**config.mk**
```make
export PLATFORM = sky130hd
export DESIGN_NAME = operand_fetch_flat
export DESIGN_NICKNAME = d
export VERILOG_FILES = /design/src/rtl/operand_fetch_if.sv /design/src/rtl/operand_fetch.sv /design/src/flat_wrapper.sv
export SDC_FILE = /design/constraint.sdc
export NUM_CORES = 1
export LEC_CHECK = 0
export ABC_CLOCK_PERIOD_IN_PS = 2250
export CAP_MARGIN = 20
export CORE_ASPECT_RATIO = 0.7
export CORE_MARGIN = 1.5
export CORE_UTILIZATION = 60
export CTS_CLUSTER_SIZE = 10
export DETAILED_ROUTE_END_ITERATION = 16
export PLACE_DENSITY = 0.8
export SYNTH_ARGS = -nofsm -noshare
export SYNTH_HDL_FRONTEND = slang
export SYNTH_SLANG_ARGS = --single-unit
```
**constraint.sdc**
```tcl
create_clock -name clk -period 2.25 [get_ports clk]
set_input_delay 0.45 -clock clk [delete_from_list [all_inputs] [get_ports clk]]
set_output_delay 0.45 -clock clk [all_outputs]
set_load 0.01 [all_outputs]
```
**src/rtl/operand_fetch_if.sv**
```systemverilog
// ============================================================================
// Module      : operand_fetch_if
// Description : Decode-side, ALU-side and write-back bundle for operand_fetch.
// Revision    : 1.0 - initial release
// ============================================================================
`default_nettype none

interface operand_fetch_if #(
    parameter int DATA_W   = 8,
    parameter int NUM_REGS = 16
);
    localparam int AW = (NUM_REGS > 1) ? $clog2(NUM_REGS) : 1;

    logic              in_valid;
    logic              in_ready;
    logic [AW-1:0]     in_rd;
    logic [AW-1:0]     in_rs;
    logic              in_use_r0;
    logic [1:0]        in_op;
    logic              out_valid;
    logic              out_ready;
    logic [DATA_W-1:0] r0_rd;
    logic [DATA_W-1:0] rs;
    logic [1:0]        control;
    logic              wb_en;
    logic [AW-1:0]     wb_addr;
    logic [DATA_W-1:0] wb_data;
    logic              wb_z;
    logic              z_flag;

    modport slave (
        input  in_valid, in_rd, in_rs, in_use_r0, in_op, out_ready,
        input  wb_en, wb_addr, wb_data, wb_z,
        output in_ready, out_valid, r0_rd, rs, control, z_flag
    );

    modport master (
        output in_valid, in_rd, in_rs, in_use_r0, in_op, out_ready,
        output wb_en, wb_addr, wb_data, wb_z,
        input  in_ready, out_valid, r0_rd, rs, control, z_flag
    );
endinterface

`default_nettype wire

```
**src/rtl/operand_fetch.sv**
```systemverilog
// ============================================================================
// Module      : operand_fetch
// Description : Register file plus one-entry operand latch feeding the ALU.
//               Define OPFETCH_BYPASS_EN for same-cycle write-back forwarding.
// Revision    : 1.0 - initial release
// ============================================================================
`default_nettype none

module operand_fetch #(
    parameter int DATA_W   = 8,
    parameter int NUM_REGS = 16
) (
    input  wire logic      clk,
    input  wire logic      reset,
    operand_fetch_if.slave bus
);
    localparam int AW = (NUM_REGS > 1) ? $clog2(NUM_REGS) : 1;
    localparam logic [AW:0] c_num_regs = NUM_REGS[AW:0];

    logic [DATA_W-1:0] r_regs [NUM_REGS];
    logic              r_out_valid;
    logic [DATA_W-1:0] r_a;
    logic [DATA_W-1:0] r_b;
    logic [1:0]        r_ctrl;
    logic [AW-1:0]     r_a_idx;
    logic [AW-1:0]     r_b_idx;
    logic              r_z;

    logic              w_in_ready;
    logic              w_accept;
    logic              w_hold;
    logic              w_wb_ok;
    logic [AW-1:0]     w_a_idx;
    logic [AW-1:0]     w_b_idx;
    logic [DATA_W-1:0] w_a_val;
    logic [DATA_W-1:0] w_b_val;

    function automatic logic idx_in_range(input logic [AW-1:0] idx);
        return ({1'b0, idx} < c_num_regs);
    endfunction

    assign w_in_ready = !r_out_valid || bus.out_ready;
    assign w_accept   = bus.in_valid && w_in_ready;
    assign w_hold     = r_out_valid && !bus.out_ready;
    assign w_wb_ok    = bus.wb_en && idx_in_range(bus.wb_addr);
    assign w_a_idx    = bus.in_use_r0 ? '0 : bus.in_rd;
    assign w_b_idx    = bus.in_rs;

    // Out-of-range indices read as zero; a forwarded write must itself be legal.
    always_comb begin
        w_a_val = '0;
        w_b_val = '0;
        if (idx_in_range(w_a_idx)) w_a_val = r_regs[w_a_idx];
        if (idx_in_range(w_b_idx)) w_b_val = r_regs[w_b_idx];
`ifdef OPFETCH_BYPASS_EN
        if (w_wb_ok && (bus.wb_addr == w_a_idx)) w_a_val = bus.wb_data;
        if (w_wb_ok && (bus.wb_addr == w_b_idx)) w_b_val = bus.wb_data;
`else
`endif
    end

    always_ff @(posedge clk) begin
        if (reset) begin
            for (int i = 0; i < NUM_REGS; i++) r_regs[i] <= '0;
            r_z <= 1'b0;
        end else if (bus.wb_en) begin
            r_z <= bus.wb_z;
            if (w_wb_ok) r_regs[bus.wb_addr] <= bus.wb_data;
        end
    end

    always_ff @(posedge clk) begin
        if (reset) begin
            r_out_valid <= 1'b0;
            r_a         <= '0;
            r_b         <= '0;
            r_ctrl      <= '0;
            r_a_idx     <= '0;
            r_b_idx     <= '0;
        end else if (w_accept) begin
            r_out_valid <= 1'b1;
            r_a         <= w_a_val;
            r_b         <= w_b_val;
            r_ctrl      <= bus.in_op;
            r_a_idx     <= w_a_idx;
            r_b_idx     <= w_b_idx;
        end else if (w_hold) begin
            // Keep a stalled instruction coherent with writes landing behind it.
            if (w_wb_ok && (bus.wb_addr == r_a_idx)) r_a <= bus.wb_data;
            if (w_wb_ok && (bus.wb_addr == r_b_idx)) r_b <= bus.wb_data;
        end else begin
            r_out_valid <= 1'b0;
        end
    end

    assign bus.in_ready  = w_in_ready;
    assign bus.out_valid = r_out_valid;
    assign bus.r0_rd     = r_a;
    assign bus.rs        = r_b;
    assign bus.control   = r_ctrl;
    assign bus.z_flag    = r_z;

endmodule

`default_nettype wire

```
**src/flat_wrapper.sv**
```systemverilog
// flat-port wrapper written by rule: the top's interface ports become plain ports
module operand_fetch_flat 
#(
    parameter int DATA_W   = 8,
    parameter int NUM_REGS = 16
)
  (clk, reset, bus_in_valid, bus_in_rd, bus_in_rs, bus_in_use_r0, bus_in_op, bus_out_ready, bus_wb_en, bus_wb_addr, bus_wb_data, bus_wb_z, bus_in_ready, bus_out_valid, bus_r0_rd, bus_rs, bus_control, bus_z_flag);
  operand_fetch_if #(.DATA_W(DATA_W), .NUM_REGS(NUM_REGS)) bus_i ();
  input  wire logic clk;
  input  wire logic reset;
  input wire logic [$bits(bus_i.in_valid)-1:0] bus_in_valid;
  input wire logic [$bits(bus_i.in_rd)-1:0] bus_in_rd;
  input wire logic [$bits(bus_i.in_rs)-1:0] bus_in_rs;
  input wire logic [$bits(bus_i.in_use_r0)-1:0] bus_in_use_r0;
  input wire logic [$bits(bus_i.in_op)-1:0] bus_in_op;
  input wire logic [$bits(bus_i.out_ready)-1:0] bus_out_ready;
  input wire logic [$bits(bus_i.wb_en)-1:0] bus_wb_en;
  input wire logic [$bits(bus_i.wb_addr)-1:0] bus_wb_addr;
  input wire logic [$bits(bus_i.wb_data)-1:0] bus_wb_data;
  input wire logic [$bits(bus_i.wb_z)-1:0] bus_wb_z;
  output wire logic [$bits(bus_i.in_ready)-1:0] bus_in_ready;
  output wire logic [$bits(bus_i.out_valid)-1:0] bus_out_valid;
  output wire logic [$bits(bus_i.r0_rd)-1:0] bus_r0_rd;
  output wire logic [$bits(bus_i.rs)-1:0] bus_rs;
  output wire logic [$bits(bus_i.control)-1:0] bus_control;
  output wire logic [$bits(bus_i.z_flag)-1:0] bus_z_flag;
  assign bus_i.in_valid = bus_in_valid;
  assign bus_i.in_rd = bus_in_rd;
  assign bus_i.in_rs = bus_in_rs;
  assign bus_i.in_use_r0 = bus_in_use_r0;
  assign bus_i.in_op = bus_in_op;
  assign bus_i.out_ready = bus_out_ready;
  assign bus_i.wb_en = bus_wb_en;
  assign bus_i.wb_addr = bus_wb_addr;
  assign bus_i.wb_data = bus_wb_data;
  assign bus_i.wb_z = bus_wb_z;
  assign bus_in_ready = bus_i.in_ready;
  assign bus_out_valid = bus_i.out_valid;
  assign bus_r0_rd = bus_i.r0_rd;
  assign bus_rs = bus_i.rs;
  assign bus_control = bus_i.control;
  assign bus_z_flag = bus_i.z_flag;
  operand_fetch #(.DATA_W(DATA_W), .NUM_REGS(NUM_REGS)) u_core (.clk(clk), .reset(reset), .bus(bus_i));
endmodule
```
==> reports/metrics.cfg <==
[clocking]
cts_tree = done
cts_made_buffers = 17
cts.reportedPaths.clkPinSlew_ns = 0.07
clk_root_buffer_cell = sky130_fd_sc_hd__clkbuf_16
tritoncts_num_sinks = 156
clockBufferDepth = 2
clock_insertion_delay_worst_skew_ns = 0.43
htree_levels = 4
cts_hold_repair.buffers = 0

[timing]
fmax_ghz = 0.474
grt_setup_unrepaired = false
final.min_clock_period_ns = 2.11
postLayoutSetupSlackWorst_ns = 0.142
setup-tns-final_ns = 0
final-setup-viol-count = 0
relSlewSlack = 0.558
report.final.hold_viol_count = 0
slew_violations = 0
tightest_slew_ns = 0.661
layout_worst_path_cycle_share = 0.937
finClkSkew_ns = 0.0103

[logic_synthesis]
synthesis.area_per_instance_um2 = 13.3
synth.distinct_cells = 54
synth_area_um2 = 8270
synthesis.instances = 621
synth_fp_nets = 650
postSynthRegisterBits = 156
synth-seq-area-share = 0.532
synth.yosys.warnings = 0

[setup_path]
worstSetupStartpointType = input port
crit_type = in -> out
timing.critical_path.to_type = primary output
path_max_fanout = 7
timing.critical_path.required_ns = 1.80
worstPathArrival_ns = 1.66

[floorplan]
die_h_um = 101
initial_utilization = 0.621
die_x_um = 143
design.core.area_um2 = 13300
placement_rows = 35
design.die.area_um2 = 14500
io-pin-count = 50

[route]
drc = 0
routedWlPerCell_um = 25.3
drt_iter0_markers = 819
final_antenna_net_count = 0
drt_pre_antenna_iters = 5
vias_per_cell = 6.61
vias = 6036
drt-total-wl_mm = 23.1

[placed_design]
place_worst_setup_slack_ns = -0.0734
cells_after_dpl = 881
hpwlAfterDp_mm = 16.8
gp_congestion = 0.946
place.port_buffers = 49

[final_layout]
layout.cells.non_filler = 913
layout.cells.most_common_list = sky130_fd_sc_hd__edfxtp_1, sky130_fd_sc_hd__and2_1, sky130_fd_sc_hd__buf_4
antenna-diode-count = 0
commonest_non_fill_non_tap_cell_in_the_layout = sky130_fd_sc_hd__edfxtp_1
n_fill_cell = 909
layout-drive-gt1-share = 0.239
design.final.nets = 744
layout-area-overhead-vs-synth_pct = 19.0

[power_and_ir_drop]
power_per_cell_area_nw_per_um2 = 721
power.ir.vdd_worst_uv = 598
power_leakage_nw = 3.59
total_chip_power_mw = 7.09

[grt]
grt_start_max_net_pins = 38
grt_first_pass_wirelength_mm = 34.9
grt_overflow_total = 0
grt_util_all_layers = 0.341
first_global_vias = 5984
antenna_found_initial = 1

[min_path]
hold_path_class = reg -> reg

[outcome]
run_status = complete, no violations

[run]
maxCapViolations = 0

-- stage by stage --
stage          hold WS, ns  cell area [µm²]  utilization
2_1_floorplan        0.449             8270            -
3_3_place_gp         0.438             9260        0.696
3_5_place_dp         0.455             9260        0.696
4_1_cts              0.465             9840        0.739
5_1_grt              0.485             9840        0.739
6_report             0.462             9840        0.739
-- synth_stat cells, drive strengths merged --
| cell type | instances | share of area |
|---|---|---|
| mux2 | 1 | 0.0014 |
| a2111oi | 4 | 0.0044 |
| nand3 | 3 | 0.0024 |
| inv | 5 | 0.0023 |
| a22oi | 11 | 0.010 |
| o21ai | 9 | 0.0068 |
| nand2 | 20 | 0.0091 |
| o41ai | 1 | 0.0011 |
| o211ai | 10 | 0.0091 |
| dlymetal6s2s | 1 | 0.0015 |
| mux2i | 29 | 0.035 |
| nor2b | 6 | 0.0045 |
| mux4 | 49 | 0.14 |
| clkdlybuf4s15 | 1 | 0.0012 |
| nor2 | 41 | 0.020 |
| edfxtp | 128 | 0.46 |
| a21oi | 15 | 0.0091 |
| nand4 | 1 | 0.00076 |
| xnor2 | 6 | 0.0064 |
| a211o | 4 | 0.0047 |
| and2b | 2 | 0.0021 |
| clkbuf | 27 | 0.020 |
| or2 | 16 | 0.012 |
| nor3 | 12 | 0.0079 |
| or4b | 1 | 0.0012 |
| and2 | 127 | 0.096 |
| o221ai | 12 | 0.013 |
| buf | 15 | 0.015 |
| nand2b | 9 | 0.0071 |
| xor2 | 2 | 0.0021 |
| nor3b | 2 | 0.0018 |
| a211oi | 13 | 0.012 |
| a221oi | 1 | 0.0011 |
| nand3b | 1 | 0.00091 |
| a41oi | 3 | 0.0032 |
| or3 | 2 | 0.0015 |
| nand4b | 3 | 0.0032 |
| dfxtp | 28 | 0.068 |
-- logic make-up after synthesis --
group	after synthesis	share of synthesized area
AOI/OAI and AO/OA	83	0.0738
muxes	79	0.175
and+or+nand+nor	246	0.170
buffers and inverters	49	0.0398
xor gates and xnor gates	8	0.00847
DFF	156	0.532
-- registers in the layout, summed over array words and instances (netlist names) --
register / cells
u_core.bus.control: 2
u_core.bus.out_valid: 1
u_core.bus.r0_rd: 8
u_core.bus.rs: 8
u_core.bus.z_flag: 1
u_core.r_a_idx: 4
u_core.r_b_idx: 4
u_core.r_regs: 128
-- power breakdown --
group	internal [mW]	switching, mW	leakage, nW
Sequential	3.30	0.125	1.45
Combinational	0.421	0.435	1.86
Clock	1.48	1.33	0.277
-- worst paths after layout --
| path | start | end | slack, ns | cells past startpoint |
|---|---|---|---|---|
| worst max-delay path | bus_out_ready | bus_in_ready | 0.14 | 3 |
| worst min-delay path | u_core.bus.control[1] | u_core.bus.control[1] | 0.46 | 2 |
| worst max register to register | u_core.r_regs[0][3] | u_core.bus.rs[3] | 0.46 | 4 |
| worst min register to register | u_core.bus.control[1] | u_core.bus.control[1] | 0.46 | 2 |
-- routing by layer --
metal	wire length [µm]	track usage	vias up	share of wire
met5	19	0	-	0.00082
li1	-	-	2551	-
met4	710	0.123	2	0.031
met3	3140	0.123	74	0.14
met1	9320	0.478	2941	0.40
met2	9920	0.498	468	0.43
-- area by class of cell --
type,count,area [µm²],area share
clock buffers,18,429,0.0436
clock inverters,14,148,0.0150
inverters,5,18.8,0.00191
multi-input cells,416,3540,0.360
flip-flops and latches,156,4400,0.448
well taps,185,231,0.0235
repair buffers,119,1070,0.109
-- what timing repair did --
item / in CTS / in global routing
endpoints found under the setup margin: 0 / 1
setup buffers: 0 / 0
gates resized for setup: 0 / 1
-- worst max-delay path: stages --
cell	delay, ns
sky130_fd_sc_hd__clkdlybuf4s50_1	0.47
sky130_fd_sc_hd__nand2b_2	0.18
sky130_fd_sc_hd__clkdlybuf4s50_1	0.56
No activity file was read; power rests on OpenSTA's default activity.
